[config.mk]
export PLATFORM = sky130hd
export DESIGN_NAME = ram_arbiter
export DESIGN_NICKNAME = d
export VERILOG_FILES = /design/src/rtl/ram_arbiter.sv
export SDC_FILE = /design/constraint.sdc
export NUM_CORES = 1
export LEC_CHECK = 0
export BUFFER_PORTS_ARGS = -buffer_cell sky130_fd_sc_hd__buf_2
export CAP_MARGIN = 15
export CORE_ASPECT_RATIO = 0.75
export CORE_MARGIN = 5
export CORE_UTILIZATION = 42
export CTS_BUF_LIST = sky130_fd_sc_hd__clkbuf_8 sky130_fd_sc_hd__clkbuf_16
export CTS_CLUSTER_DIAMETER = 60
export CTS_CLUSTER_SIZE = 20
export DETAILED_ROUTE_END_ITERATION = 10
export PLACE_DENSITY = 0.76
export SYNTH_ARGS = -nofsm -noshare
export SYNTH_HDL_FRONTEND = slang
export SYNTH_SLANG_ARGS = --single-unit
[constraint.sdc]
create_clock -name clk -period 6.5 [get_ports clk]
set_input_delay 0.325 -clock clk [delete_from_list [all_inputs] [get_ports clk]]
set_output_delay 0.325 -clock clk [all_outputs]
set_load 0.005 [all_outputs]
[src/rtl/ram_arbiter.sv]
// Two-port arbiter in front of the single SRAM driver: grants one request at a time,
// sequences the driver handshake and times out hung transactions with an error ack.
module ram_arbiter #(
  parameter int unsigned TIMEOUT_CYCLES = 256,
  parameter bit          PRIO_FIXED     = 1'b0
) (
  input  logic        clk,
  input  logic        rst,
  input  logic        p0_req,
  input  logic        p0_we,
  input  logic [20:0] p0_addr,
  input  logic [31:0] p0_wdata,
  output logic [31:0] p0_rdata,
  output logic        p0_ack,
  output logic        p0_err,
  input  logic        p1_req,
  input  logic        p1_we,
  input  logic [20:0] p1_addr,
  input  logic [31:0] p1_wdata,
  output logic [31:0] p1_rdata,
  output logic        p1_ack,
  output logic        p1_err,
  output logic        ram_enable,
  output logic        ram_read,
  output logic        ram_write,
  output logic [20:0] ram_addr,
  output logic [31:0] ram_wdata,
  input  logic [31:0] ram_rdata,
  input  logic        ram_read_ready,
  input  logic        ram_write_finished
);

  localparam int unsigned TW = $clog2(TIMEOUT_CYCLES);
  localparam logic [TW-1:0] TIMER_MAX = TW'(TIMEOUT_CYCLES - 1);

  typedef enum logic [2:0] {IDLE, RD, WR_ISSUE, WR_WAIT, REL} state_t;

  state_t        state_q, state_d;
  logic          port_q;
  logic          last_q;
  logic [20:0]   addr_q;
  logic [31:0]   wdata_q;
  logic [TW-1:0] timer_q;

  logic        gnt_valid, gnt_port, gnt_we;
  logic [20:0] gnt_addr;
  logic [31:0] gnt_wdata;
  logic        rd_done, wr_done, timed_out, fin, busy_d;

  logic        nx_enable, nx_read, nx_write;
  logic [20:0] nx_addr;
  logic [31:0] nx_wdata;
  logic        nx_p0_ack, nx_p1_ack, nx_p0_err, nx_p1_err;

  assign gnt_valid = p0_req | p1_req;
  assign gnt_port  = (p0_req && p1_req) ? (PRIO_FIXED ? 1'b0 : ~last_q) : p1_req;
  assign gnt_we    = gnt_port ? p1_we    : p0_we;
  assign gnt_addr  = gnt_port ? p1_addr  : p0_addr;
  assign gnt_wdata = gnt_port ? p1_wdata : p0_wdata;

  // A real completion in the same cycle as the timer expiring wins over the timeout.
  assign rd_done   = (state_q == RD) && ram_read_ready;
  assign wr_done   = (state_q == WR_WAIT) && ram_write_finished;
  assign timed_out = ((state_q == RD) || (state_q == WR_WAIT)) && !rd_done && !wr_done &&
                     (timer_q == TIMER_MAX);
  assign fin       = rd_done | wr_done | timed_out;

  always_ff @(posedge clk or posedge rst) begin
    if (rst) begin
      state_q    <= IDLE;
      port_q     <= 1'b0;
      last_q     <= 1'b1;
      addr_q     <= '0;
      wdata_q    <= '0;
      timer_q    <= '0;
      ram_enable <= 1'b0;
      ram_read   <= 1'b0;
      ram_write  <= 1'b0;
      ram_addr   <= '0;
      ram_wdata  <= '0;
      p0_ack     <= 1'b0;
      p1_ack     <= 1'b0;
      p0_err     <= 1'b0;
      p1_err     <= 1'b0;
      p0_rdata   <= '0;
      p1_rdata   <= '0;
    end else begin
      state_q    <= state_d;
      ram_enable <= nx_enable;
      ram_read   <= nx_read;
      ram_write  <= nx_write;
      ram_addr   <= nx_addr;
      ram_wdata  <= nx_wdata;
      p0_ack     <= nx_p0_ack;
      p1_ack     <= nx_p1_ack;
      p0_err     <= nx_p0_err;
      p1_err     <= nx_p1_err;
      if (state_q == IDLE && gnt_valid) begin
        port_q  <= gnt_port;
        last_q  <= gnt_port;
        addr_q  <= gnt_addr;
        wdata_q <= gnt_wdata;
        timer_q <= '0;
      end else if (((state_q == RD) || (state_q == WR_WAIT)) && (timer_q != TIMER_MAX)) begin
        timer_q <= timer_q + TW'(1);
      end
      if (rd_done) begin
        if (port_q) p1_rdata <= ram_rdata;
        else        p0_rdata <= ram_rdata;
      end
    end
  end

  always_comb begin
    state_d = state_q;
    case (state_q)
      IDLE:     if (gnt_valid) state_d = gnt_we ? WR_ISSUE : RD;
      RD:       if (rd_done || timed_out) state_d = REL;
      WR_ISSUE: state_d = WR_WAIT;
      WR_WAIT:  if (wr_done || timed_out) state_d = REL;
      REL:      state_d = IDLE;
      default:  state_d = IDLE;
    endcase
  end

  // Outputs are registered, so these are the values they take after the coming edge.
  always_comb begin
    busy_d    = (state_d == RD) || (state_d == WR_ISSUE) || (state_d == WR_WAIT);
    nx_enable = busy_d;
    nx_read   = (state_d == RD);
    nx_write  = (state_d == WR_ISSUE);
    nx_addr   = '0;
    nx_wdata  = '0;
    if (busy_d) begin
      nx_addr  = (state_q == IDLE) ? gnt_addr  : addr_q;
      nx_wdata = (state_q == IDLE) ? gnt_wdata : wdata_q;
    end
    nx_p0_ack = fin && !port_q;
    nx_p1_ack = fin && port_q;
    nx_p0_err = timed_out && !port_q;
    nx_p1_err = timed_out && port_q;
  end

endmodule

# Word level (Yosys, flattened, before mapping)
# Cells that the tools add are included.
[word_totals] in_bits=146 elab_cells=70 regBits=190
[classes] eq_ne=8 muxes=15 add_sub_neg=1 reduce_logical=24 bitwise_logic=5
[op_table] cell="$mux 32" n=3
[op_table] cell="$mux 21" n=3
[op_table] cell="$mux 8" n=2
[op_table] cell="$eq 3x2->1 const B" n=4
[op_table] cell="$logic_and 1x1->1" n=12
[op_table] cell="$pmux 3 s4" n=1
[op_table] cell="$mux 3" n=3
[op_table] cell="$add 8x1->8 const B" n=1
[op_table] cell="$eq 8x8->1 const B" n=1
[op_table] cell="$ne 8x8->1 const B" n=1
[op_table] cell="$eq 3x1->1 const B" n=2
[op_table] cell="$logic_or 1x1->1" n=5
[op_table] cell="$reduce_and 2->1" n=2
[op_table] cell="$logic_not 1->1" n=3
[op_table] cell="$logic_not 3->1" n=1
[op_table] cell="$or 1x1->1" n=3
[op_table] cell="$mux 1" n=2
[op_table] cell="$mux 2" n=1
[op_table] cell="$not 1->1" n=2
[op_table] cell="$reduce_bool 2->1" n=1

# Logic depth before layout (Yosys ltp)
# Gate-level depths: netlist (run 1).
[depth] depth_word=13 ltp_mapped=7

# Worst setup path before layout (run 1)
# OpenSTA, ideal clock, no wires.
[synth_timing] path_kind="register -> register" start="register timer_q[0]" end="register ram_wdata[10]" stages_incl_launch_ff=7 period_less_slack_ns=1.891 path_buffers=1 setup_slack_ns=4.609 arrival_ns=1.739 required_ns=6.348 cell_sequence="dfrtp_1 > ha_1 > and3_1 > nand4_4 > a221oi_4 > buf_6 > a221oi_2"
[synth_via] elab_chain_cells=9 word_cells_on_any_way=13 classes_between="eq/ne: 4; mux: 4; reduce/logical: 5"
[synth_rtl] item="from (decl)" line="43" rtl="logic [TW-1:0] timer_q;"
[synth_rtl] item="from (signal assigned)" line="105" rtl="timer_q <= timer_q + TW'(1);"
[synth_rtl] item="$eq 8x8->1 (*)" line="65" rtl="(timer_q == TIMER_MAX);"
[synth_rtl] item="$logic_and 1x1->1 (*)" line="64" rtl="assign timed_out = ((state_q == RD) || (state_q == WR_WAIT)) && !rd_done && !wr_done &&"
[synth_rtl] item="$logic_or 1x1->1 (on tied branches)" line="120, 118"
[synth_rtl] item="$mux 3 (on tied branches)" line="120, 118"
[synth_rtl] item="$pmux 3 s4 (*)" line="116" rtl="case (state_q)"
[synth_rtl] item="$eq 3x1->1 or $eq 3x2->1 (tied branches)" line="128" rtl="busy_d = (state_d == RD) || (state_d == WR_ISSUE) || (state_d == WR_WAIT);"
[synth_rtl] item="$logic_or 1x1->1" line="128"
[synth_rtl] item="$logic_or 1x1->1 (*)" line="128"
[synth_rtl] item="$mux 32 (*)" line="134" rtl="if (busy_d) begin"
[synth_rtl] item="named net nx_wdata[10]" line="52" rtl="logic [31:0] nx_wdata;"
[synth_rtl] item="to (signal assigned)" line="93" rtl="ram_wdata <= nx_wdata;"
[synth_rtl] item="to (decl)" line="27" rtl="output logic [31:0] ram_wdata,"
# The timed path passes the listed nets; every way through them passes the cells marked *.
# A chain may end at the register's enable or synchronous reset.

# Worst setup path after layout (run 1)
[layout_timing] start="register state_q[2]" end="register ram_addr[1]"
[layout_via] elab_chain_cells=13 word_cells_on_any_way=25 classes_between="eq/ne: 6; mux: 6; reduce/logical: 13"
[layout_rtl] item="from (decl)" line="38" rtl="state_t state_q, state_d;"
[layout_rtl] item="from (signal assigned)" line="88" rtl="state_q <= state_d;"
[layout_rtl] item="$eq 3x1->1" line="62, 64, 116"
[layout_rtl] item="$logic_and 1x1->1" line="62" rtl="assign rd_done = (state_q == RD) && ram_read_ready;"
[layout_rtl] item="$logic_not 1->1" line="64"
[layout_rtl] item="$logic_and 1x1->1 (3 in a row)" line="64"
[layout_rtl] item="$logic_or 1x1->1 (on tied branches)" line="120, 118"
[layout_rtl] item="$mux 3 (on tied branches)" line="120, 118"
[layout_rtl] item="$pmux 3 s4" line="116"
[layout_rtl] item="$eq 3x1->1 or $eq 3x2->1 (tied branches)" line="128"
[layout_rtl] item="$logic_or 1x1->1 (2 in a row)" line="128"
[layout_rtl] item="$mux 21 (*)" line="134"
[layout_rtl] item="named net nx_addr[1]" line="51" rtl="logic [20:0] nx_addr;"
[layout_rtl] item="to (signal assigned)" line="92" rtl="ram_addr <= nx_addr;"
[layout_rtl] item="to (decl)" line="26" rtl="output logic [20:0] ram_addr,"
# Marks and branches as above.

==> results of run 1 <==
==> state kept, by name, indices dropped and copies added, names as in the netlist, 3 cells and up <==
signal and count:
p0_rdata 32, p1_rdata 32, ram_wdata 32, wdata_q 32, addr_q 21, ram_addr 21
timer_q 8, state_q 3
==> cell usage in the layout, fill, tap and decap left out, drive strengths merged, types with 5 or more instances in the layout <==
cell type / instances
xor2: 5
o21ai: 57
nor2: 63
mux2: 64
nand2: 59
buf: 279
mux2i: 55
inv: 17
a221oi: 54
dfrtp: 189
clkbuf: 17
==> through the flow <==
step / cells / hold WS [ns] / instance area (um2) / setup WS [ns]
detailed placement: 1115 / 0.4704 / 9557 / 3.612
finish: 1146 / 0.07516 / 10140 / 3.581
global route: 1146 / 0.1267 / 10140 / 3.361
global placement: 1115 / 0.4614 / 9557 / 3.677
floorplan: 636 / 0.3879 / 8025 / 1.006
CTS: 1146 / 0.09442 / 10140 / 3.618
==> routing by layer <==
metal  GRT usage [%]  vias up
met3           5.360       13
met4           4.307        4
met5               0        -
met1           24.37     2819
li1                -     2791
met2           28.04      241
==> worst max-delay path by stage <==
stage	slack (ns)	depth (start not counted)	to
after floorplan	1.01	1	addr_q[0]
after global placement	3.68	6	ram_wdata[19]
after detailed placement	3.61	6	ram_addr[1]
after CTS	3.62	6	ram_addr[6]
after global routing	3.36	6	ram_wdata[28]
final	3.58	6	ram_addr[1]
==> synth_stat cells (4+ instances only) <==
cell      count
o21ai_0      56
nand2_1      59
mux2i_1      55
o211ai_1      4
xor2_1        5
buf_2        15
and3_1        4
dfrtp_1     189
a221oi_2     30
a221oi_1     23
nor2_1       63
clkbuf_1     25
inv_1         7
buf_6         5
mux2_2       64
nand3_1       4
==> power groups by stage <==
stage                     clock network [mW]  registers (mW)  logic, mW
final                                   1.03            1.98       1.93
after global routing                    1.11            2.04       2.15
after CTS                               1.06            1.98       1.96
after detailed placement                   0            1.99       1.97
after global placement                     0            1.99       1.90
after floorplan                            0            1.98       1.31
==> worst max-delay path, stage by stage, from the launching register on <==
cell      delay [ns]
dfrtp_1         0.44
nor3_4          0.19
buf_4           0.52
buf_4           0.71
nand2_2         0.06
buf_4           0.40
a221oi_1        0.39
==> cell families after synthesis <==
family / synth area share, %
adders and majority gates: 0.1559
buffers and inverters: 3.321
muxes: 15.84
and+or+nand+nor: 7.437
DFF: 59.26
xor gates and xnor gates: 0.5457
AOI/OAI and AO/OA: 13.44
==> layout make-up <==
class / instances / area share, %
Timing Repair Buffer: 279 / 14.02
Clock inverter: 14 / 1.530
Inverter: 7 / 0.3333
Tap cell: 247 / 3.049
Sequential cell: 190 / 46.91
Multi-Input combinational cell: 392 / 29.96
Clock buffer: 17 / 4.197
==> impl_results.html, run 1 <==
<table>
<tr><th>Metric</th><th>Value</th></tr>
<tr><th colspan="2">Run</th></tr>
<tr><td>Number of max-cap violations</td><td>0</td></tr>
<tr><th colspan="2">Setup path</th></tr>
<tr><td>Worst setup slack for register-to-register paths</td><td>roughly 3.6 ns</td></tr>
<tr><td>Startpoint class of the critical path</td><td>register</td></tr>
<tr><td>Critical path launch point</td><td>state_q[2]</td></tr>
<tr><td>FF-to-FF End</td><td>ram_addr[1]</td></tr>
<tr><td>Worst setup EP type</td><td>register</td></tr>
<tr><td>WP data required</td><td>6.81 ns</td></tr>
<tr><td>Worst endpoint data arrival time</td><td>~3.2 ns</td></tr>
<tr><td>Number of cell instances on the worst register-to-register path</td><td>6</td></tr>
<tr><td>Critical path peak fanout</td><td>63</td></tr>
<tr><td>Startpoint of the most critical register-to-register path</td><td>state_q[2]</td></tr>
<tr><td>Category of the most critical setup path</td><td>reg -&gt; reg</td></tr>
<tr><th colspan="2">Detailed routing</th></tr>
<tr><td>Final wirelength</td><td>approximately 20000 um</td></tr>
<tr><td>Sum of routed wire segments on met1</td><td>around 8700 um</td></tr>
<tr><td>Residual DRC</td><td>0</td></tr>
<tr><td>Number of vias per cell after detailed routing</td><td>5.120</td></tr>
<tr><td>Detailed Route Iter0 Violations</td><td>about 470</td></tr>
<tr><td>Highest routed metal layer</td><td>met5</td></tr>
<tr><td>Met3 wire length</td><td>1638 um</td></tr>
<tr><td>Drt wl/cell</td><td>roughly 17 um</td></tr>
<tr><td>First-pass DRT Iterations</td><td>5</td></tr>
<tr><td>Met2 wire length</td><td>between 9000 and 10000 um</td></tr>
<tr><td>Number of nets still failing antenna checks after routing</td><td>0</td></tr>
<tr><td>Routed vias</td><td>a little under 6000</td></tr>
<tr><th colspan="2">Pwr</th></tr>
<tr><td>Leakage power</td><td>between 5 and 6 nW</td></tr>
<tr><td>Switching power as a share of total power</td><td>~36%</td></tr>
<tr><td>Internal Power</td><td>around 3.2 mW</td></tr>
<tr><td>Power density of the placed cells</td><td>487.1 mW/mm2</td></tr>
<tr><td>Switching power summed over all nets</td><td>approximately 1.8 mW</td></tr>
<tr><td>Combinational group share of total power</td><td>slightly below 40%</td></tr>
<tr><td>Final Total Pwr</td><td>4.938 mW</td></tr>
<tr><td>Share of power burned in the clock network</td><td>roughly a fifth</td></tr>
<tr><td>Part of the power in registers</td><td>about 40%</td></tr>
<tr><td>Worst IR Drop VDD</td><td>~200 uV</td></tr>
<tr><th colspan="2">Cells and area</th></tr>
<tr><td>Area of the multi-input gates</td><td>0.003037 mm2</td></tr>
<tr><td>Layout fillers</td><td>1600</td></tr>
<tr><td>Growth of design area from synthesis to finish</td><td>26.32%</td></tr>
<tr><td>Count of nets after finishing</td><td>1034</td></tr>
<tr><td>Diodes inserted</td><td>0</td></tr>
<tr><td>Footprint of the flip-flops and latches</td><td>approximately 0.0048 mm2</td></tr>
<tr><td>Share of the core filled with cells in the final layout</td><td>a little over half</td></tr>
<tr><td>Share of final-layout standard cells stronger than drive strength 1</td><td>about 46%</td></tr>
<tr><th colspan="2">Yosys</th></tr>
<tr><td>Netlist area before placement</td><td>around 0.0080 mm2</td></tr>
<tr><td>Area share of the largest cell type after synthesis</td><td>roughly three fifths</td></tr>
<tr><td>Post-synthesis sequential area ratio</td><td>59.26%</td></tr>
<tr><td>Number of warnings printed during yosys synthesis</td><td>0</td></tr>
<tr><td>Unique masters post-synth</td><td>38</td></tr>
<tr><td>Prevailing post-synth register cell</td><td>dfrtp_1</td></tr>
<tr><td>Syn_area_per_cell</td><td>between 10 and 15 um2</td></tr>
<tr><td>Dominant cells by area after synthesis</td><td>dfrtp_1, mux2_2, mux2i_1</td></tr>
<tr><td>Number of enable flip-flop cells after synthesis</td><td>0</td></tr>
<tr><td>Share of synthesized flip-flops with an asynchronous set or reset</td><td>between 90% and 100%</td></tr>
<tr><td>Gate count of the mapped netlist</td><td>between 600 and 700</td></tr>
<tr><td>Nets in the synthesized netlist</td><td>~780</td></tr>
<tr><td>Count of state elements after synthesis</td><td>190</td></tr>
<tr><td>Leading area contributor after synthesis</td><td>dfrtp_1</td></tr>
<tr><th colspan="2">STA</th></tr>
<tr><td>Timing-limited maximum frequency</td><td>about 340 MHz</td></tr>
<tr><td>Post-route clock period utilization</td><td>44.91%</td></tr>
<tr><td>Hold Vio Cnt, Final</td><td>0</td></tr>
<tr><td>Post-layout minimum cycle time</td><td>between 2 and 3 ns</td></tr>
<tr><td>Total negative slack</td><td>0 ns</td></tr>
<tr><td>Slew HR</td><td>approximately two fifths</td></tr>
<tr><td>Slew at the pin closest to its max-slew limit</td><td>a little over 0.9 ns</td></tr>
<tr><td>Slew Viols, Final</td><td>0</td></tr>
<tr><td>Setup repair after global routing missed its margin</td><td>false</td></tr>
<tr><td>Setup skew after layout</td><td>0.01394 ns</td></tr>
<tr><td>Final number of setup-violating endpoints</td><td>0</td></tr>
<tr><th colspan="2">Worst hold path</th></tr>
<tr><td>Hold crit path type</td><td>in -&gt; async</td></tr>
<tr><th colspan="2">Status</th></tr>
<tr><td>Run status</td><td>finished, final reports clean</td></tr>
<tr><th colspan="2">Global route</th></tr>
<tr><td>Remaining global-route overflow</td><td>0</td></tr>
<tr><td>Vias in the first global route</td><td>~5800</td></tr>
<tr><td>GRT Total Usage</td><td>approximately 18%</td></tr>
<tr><td>Antenna violations before repair</td><td>2</td></tr>
<tr><td>Wire length of the first global-routing pass</td><td>30950 um</td></tr>
<tr><td>Pin count of the biggest net entering global routing</td><td>between 100 and 150</td></tr>
<tr><th colspan="2">Floorplanning</th></tr>
<tr><td>Standard-cell row count</td><td>43</td></tr>
<tr><td>Top-level I/O count</td><td>270</td></tr>
<tr><td>Die area</td><td>0.02200 mm2</td></tr>
<tr><td>Die extent in y</td><td>between 100 and 150 um</td></tr>
<tr><td>Core box area</td><td>~0.019 mm2</td></tr>
<tr><td>Chip width</td><td>roughly 170 um</td></tr>
<tr><td>Initial core utilization</td><td>43.11%</td></tr>
<tr><th colspan="2">Place</th></tr>
<tr><td>Gp weighted congestion</td><td>0.7947</td></tr>
<tr><td>IO Port Bufs</td><td>roughly 270</td></tr>
<tr><td>Post-detailed-placement half-perimeter wirelength</td><td>roughly 14000 um</td></tr>
<tr><th colspan="2">Clock network</th></tr>
<tr><td>H-tree Lvls</td><td>4</td></tr>
<tr><td>Root cell of the clock tree</td><td>clkbuf_16</td></tr>
<tr><td>Sink Count</td><td>190</td></tr>
<tr><td>Clock tree from TritonCTS</td><td>done</td></tr>
<tr><td>Number of buffers added to fix hold violations after cts</td><td>0</td></tr>
<tr><td>Clock-pin slew reported for the worst setup and hold paths after clock tree synthesis</td><td>roughly 0.070 ns</td></tr>
<tr><td>Setup Buffers After CTS</td><td>0</td></tr>
<tr><td>Clock latency on the worst-skew pair</td><td>between 0.4 and 0.5 ns</td></tr>
<tr><td>Number of clock buffers inserted by TritonCTS</td><td>17</td></tr>
<tr><td>Post-CTS resize count</td><td>0</td></tr>
<tr><td>Maximum buffer depth of the clock tree</td><td>2</td></tr>
</table>
Power figures use the tool's default switching activity.
==> run 2, diff against run 1 <==
==> constraint.sdc (replaced) <==
create_clock -name clk -period 3 [get_ports clk]
set_input_delay 0.15 -clock clk [delete_from_list [all_inputs] [get_ports clk]]
set_output_delay 0.15 -clock clk [all_outputs]
set_load 0.005 [all_outputs]
==> run 2 against run 1 <==
  * Routed wire length grew 3.4%
  * Die area is the same
  * First-iteration DRC count grew 31%
  * Cell area grew 4.2%
  * Power grew 120%
  * Count of clock-buffer cells in the layout is the same
  * Utilization grew 2.3 points
  * Clock skew shrank 0.0040 ns
  * Worst setup slack lost 2.9 ns
  * Largest cell class unchanged
  * Largest power group is now combinational logic
  * Highest routed layer unchanged
==> impl_results.html, run 2 (synthesis gave the netlist of run 1 again) <==
<table>
<tr><th>Metric</th><th>Value</th></tr>
<tr><th colspan="2">Status</th></tr>
<tr><td>Run status</td><td>finished, final reports clean</td></tr>
<tr><th colspan="2">Pwr</th></tr>
<tr><td>Worst IR Drop VDD</td><td>635.7 uV (+210%)</td></tr>
<tr><td>Final Total Pwr</td><td>10.90 mW (+120%)</td></tr>
<tr><td>Power density of the placed cells</td><td>1032 mW/mm2 (+110%)</td></tr>
<tr><td>Leakage power</td><td>5.180 nW (+3.3%)</td></tr>
<tr><th colspan="2">STA</th></tr>
<tr><td>Hold Vio Cnt, Final</td><td>0 (unchanged)</td></tr>
<tr><td>Minimum setup slack in the final design</td><td>0.6667 ns (-2.914 ns)</td></tr>
<tr><td>Final number of setup-violating endpoints</td><td>0 (unchanged)</td></tr>
<tr><td>Total negative slack</td><td>0 ns (unchanged)</td></tr>
<tr><td>Slew at the pin closest to its max-slew limit</td><td>0.8666 ns (-0.05498 ns)</td></tr>
<tr><td>Setup skew after layout</td><td>0.009970 ns (-0.003970 ns)</td></tr>
<tr><td>Slew Viols, Final</td><td>0 (unchanged)</td></tr>
<tr><td>Slew HR</td><td>42.23% (+3.7 points)</td></tr>
<tr><td>Post-route clock period utilization</td><td>77.78% (+33 points)</td></tr>
<tr><td>Post-layout minimum cycle time</td><td>2.333 ns (-0.5856 ns)</td></tr>
<tr><td>Timing-limited maximum frequency</td><td>428.6 MHz (+25%)</td></tr>
<tr><td>Setup repair after global routing missed its margin</td><td>false</td></tr>
<tr><th colspan="2">Place</th></tr>
<tr><td>Post-detailed-placement half-perimeter wirelength</td><td>13750 um (-1.1%)</td></tr>
<tr><td>IO Port Bufs</td><td>269 (unchanged)</td></tr>
<tr><td>Setup slack after placement</td><td>0.6698 ns (-2.943 ns)</td></tr>
<tr><td>Dpl cells</td><td>1116 (+0.090%)</td></tr>
<tr><td>Gp weighted congestion</td><td>0.7797 (-1.9%)</td></tr>
<tr><th colspan="2">Setup path</th></tr>
<tr><td>Worst setup EP type</td><td>register</td></tr>
<tr><td>WP data required</td><td>3.27 ns (-3.54 ns)</td></tr>
<tr><td>Category of the most critical setup path</td><td>reg -&gt; reg</td></tr>
<tr><td>Worst setup slack for register-to-register paths</td><td>0.67 ns (-2.91 ns)</td></tr>
<tr><td>Startpoint of the most critical register-to-register path</td><td>state_q[0]</td></tr>
<tr><td>Number of cell instances on the worst register-to-register path</td><td>5 (-1)</td></tr>
<tr><td>Critical path peak fanout</td><td>29 (-54%)</td></tr>
<tr><td>Startpoint class of the critical path</td><td>register</td></tr>
<tr><td>Worst endpoint data arrival time</td><td>2.60 ns (-0.63 ns)</td></tr>
<tr><td>FF-to-FF End</td><td>ram_wdata[18]</td></tr>
<tr><th colspan="2">Floorplanning</th></tr>
<tr><td>Die extent in y</td><td>129.7 um (unchanged)</td></tr>
<tr><td>Core box area</td><td>0.01862 mm2 (unchanged)</td></tr>
<tr><td>Chip width</td><td>169.6 um (unchanged)</td></tr>
<tr><td>Top-level I/O count</td><td>270 (unchanged)</td></tr>
<tr><td>Standard-cell row count</td><td>43 (unchanged)</td></tr>
<tr><td>Die area</td><td>0.02200 mm2 (unchanged)</td></tr>
<tr><td>Initial core utilization</td><td>43.11% (unchanged)</td></tr>
<tr><th colspan="2">Clock network</th></tr>
<tr><td>Clock-pin slew reported for the worst setup and hold paths after clock tree synthesis</td><td>0.07 ns (about the same)</td></tr>
<tr><td>Number of clock buffers inserted by TritonCTS</td><td>17 (unchanged)</td></tr>
<tr><td>Root cell of the clock tree</td><td>clkbuf_16</td></tr>
<tr><td>Clock tree from TritonCTS</td><td>done</td></tr>
<tr><td>Number of buffers added to fix hold violations after cts</td><td>34 (+34)</td></tr>
<tr><td>Maximum buffer depth of the clock tree</td><td>2 (unchanged)</td></tr>
<tr><td>H-tree Lvls</td><td>4 (unchanged)</td></tr>
<tr><td>Setup Buffers After CTS</td><td>0 (unchanged)</td></tr>
<tr><td>Clock latency on the worst-skew pair</td><td>0.42 ns (about the same)</td></tr>
<tr><td>Sink Count</td><td>190 (unchanged)</td></tr>
<tr><td>Post-CTS resize count</td><td>0 (unchanged)</td></tr>
<tr><th colspan="2">Detailed routing</th></tr>
<tr><td>Final wirelength</td><td>20350 um (+3.4%)</td></tr>
<tr><td>Detailed Route Iter0 Violations</td><td>623 (+31%)</td></tr>
<tr><td>Number of nets still failing antenna checks after routing</td><td>0 (unchanged)</td></tr>
<tr><td>Routed vias</td><td>6030 (+2.8%)</td></tr>
<tr><td>Drt wl/cell</td><td>17.17 um (about the same)</td></tr>
<tr><td>Number of vias per cell after detailed routing</td><td>5.089 (-0.62%)</td></tr>
<tr><td>First-pass DRT Iterations</td><td>5 (unchanged)</td></tr>
<tr><td>Residual DRC</td><td>0 (unchanged)</td></tr>
<tr><th colspan="2">Global route</th></tr>
<tr><td>Pin count of the biggest net entering global routing</td><td>126 (+5.9%)</td></tr>
<tr><td>Vias in the first global route</td><td>6118 (+5.6%)</td></tr>
<tr><td>Remaining global-route overflow</td><td>0 (unchanged)</td></tr>
<tr><td>Antenna violations before repair</td><td>1 (-1)</td></tr>
<tr><td>Wire length of the first global-routing pass</td><td>32420 um (+4.8%)</td></tr>
<tr><td>GRT Total Usage</td><td>18.49% (+0.73 points)</td></tr>
<tr><th colspan="2">Run</th></tr>
<tr><td>Number of max-cap violations</td><td>0 (unchanged)</td></tr>
<tr><th colspan="2">Cells and area</th></tr>
<tr><td>Highest-count cells in the layout ignoring fill and taps</td><td>buf_2, dfrtp_1, mux2_2</td></tr>
<tr><td>Count of nets after finishing</td><td>1070 (+3.5%)</td></tr>
<tr><td>Share of final-layout standard cells stronger than drive strength 1</td><td>44.23% (-1.6 points)</td></tr>
<tr><td>Number of standard cells in the final layout excluding fillers</td><td>1185 (+3.4%)</td></tr>
<tr><td>Growth of design area from synthesis to finish</td><td>31.60%</td></tr>
<tr><td>Most frequent standard cell in the layout excluding fill and tap cells</td><td>buf_2</td></tr>
<tr><td>Share of the core filled with cells in the final layout</td><td>56.73% (+2.3 points)</td></tr>
<tr><td>Layout fillers</td><td>1559 (-2.6%)</td></tr>
<tr><th colspan="2">Worst hold path</th></tr>
<tr><td>Hold crit path type</td><td>in -&gt; reg</td></tr>
<tr><td>Start point of the worst hold path</td><td>p1_req</td></tr>
<tr><td>Sink of the worst hold path</td><td>last_q</td></tr>
<tr><td>Hold path depth</td><td>3</td></tr>
</table>
run 2: metrics by stage:
| step | hold slack [ns] | instance area (um2) |
|---|---|---|
| floorplan | 0.2129 | 8029 |
| global placement | 0.08321 | 9598 |
| detailed placement | 0.09089 | 9598 |
| CTS | 0.01862 | 10530 |
| global route | 0.04660 | 10560 |
| finish | 0.04292 | 10560 |
run 2: critical path, cell delays in order (launching register included):
cell and delay [ns]:
dfrtp_1 0.46, nor2b_1 0.56, nand4_4 0.21, a221oi_4 0.32, buf_4 0.44, a221oi_1 0.18
run 2: how the worst max path moves through the flow:
stage | slack (ns) | start | cells after the start | endpoint
final | 0.67 | state_q[0] | 5 | ram_wdata[18]
after global routing | 0.46 | state_q[0] | 5 | ram_wdata[18]
after CTS | 0.66 | state_q[0] | 5 | ram_wdata[18]
after detailed placement | 0.67 | state_q[0] | 5 | ram_wdata[18]
after global placement | 0.81 | state_q[0] | 5 | ram_wdata[28]
after floorplan | 0.40 | rst | 1 | addr_q[0]
run 2: final cells by class:
cell class	instances	area, um2	area share, %
Clock buffer	17	425.4	4.028
Timing Repair Buffer	315	1834	17.37
Clock inverter	15	165.2	1.564
Inverter	7	30.03	0.2843
Antenna cell	2	5.005	0.04739
Tap cell	247	309.0	2.926
Sequential cell	190	4756	45.03
Multi-Input combinational cell	392	3037	28.75
run 2: routing by layer:
metal / track usage [%] / vias to the layer above / share of wire, %
met5: 0 / - / 0.064
met1: 25.11 / 2921 / 44
met2: 29.25 / 231 / 47
met3: 5.239 / 13 / 8.1
met4: 5.490 / 2 / 0.92
li1: - / 2863 / -
run 2: power by group:
group | leakage (nW) | total [mW] | internal (mW) | switching (mW)
registers | 2.38 | 4.29 | 3.72 | 0.572
clock network | 0.292 | 2.27 | 1.25 | 1.02
logic | 2.51 | 4.35 | 2.00 | 2.35
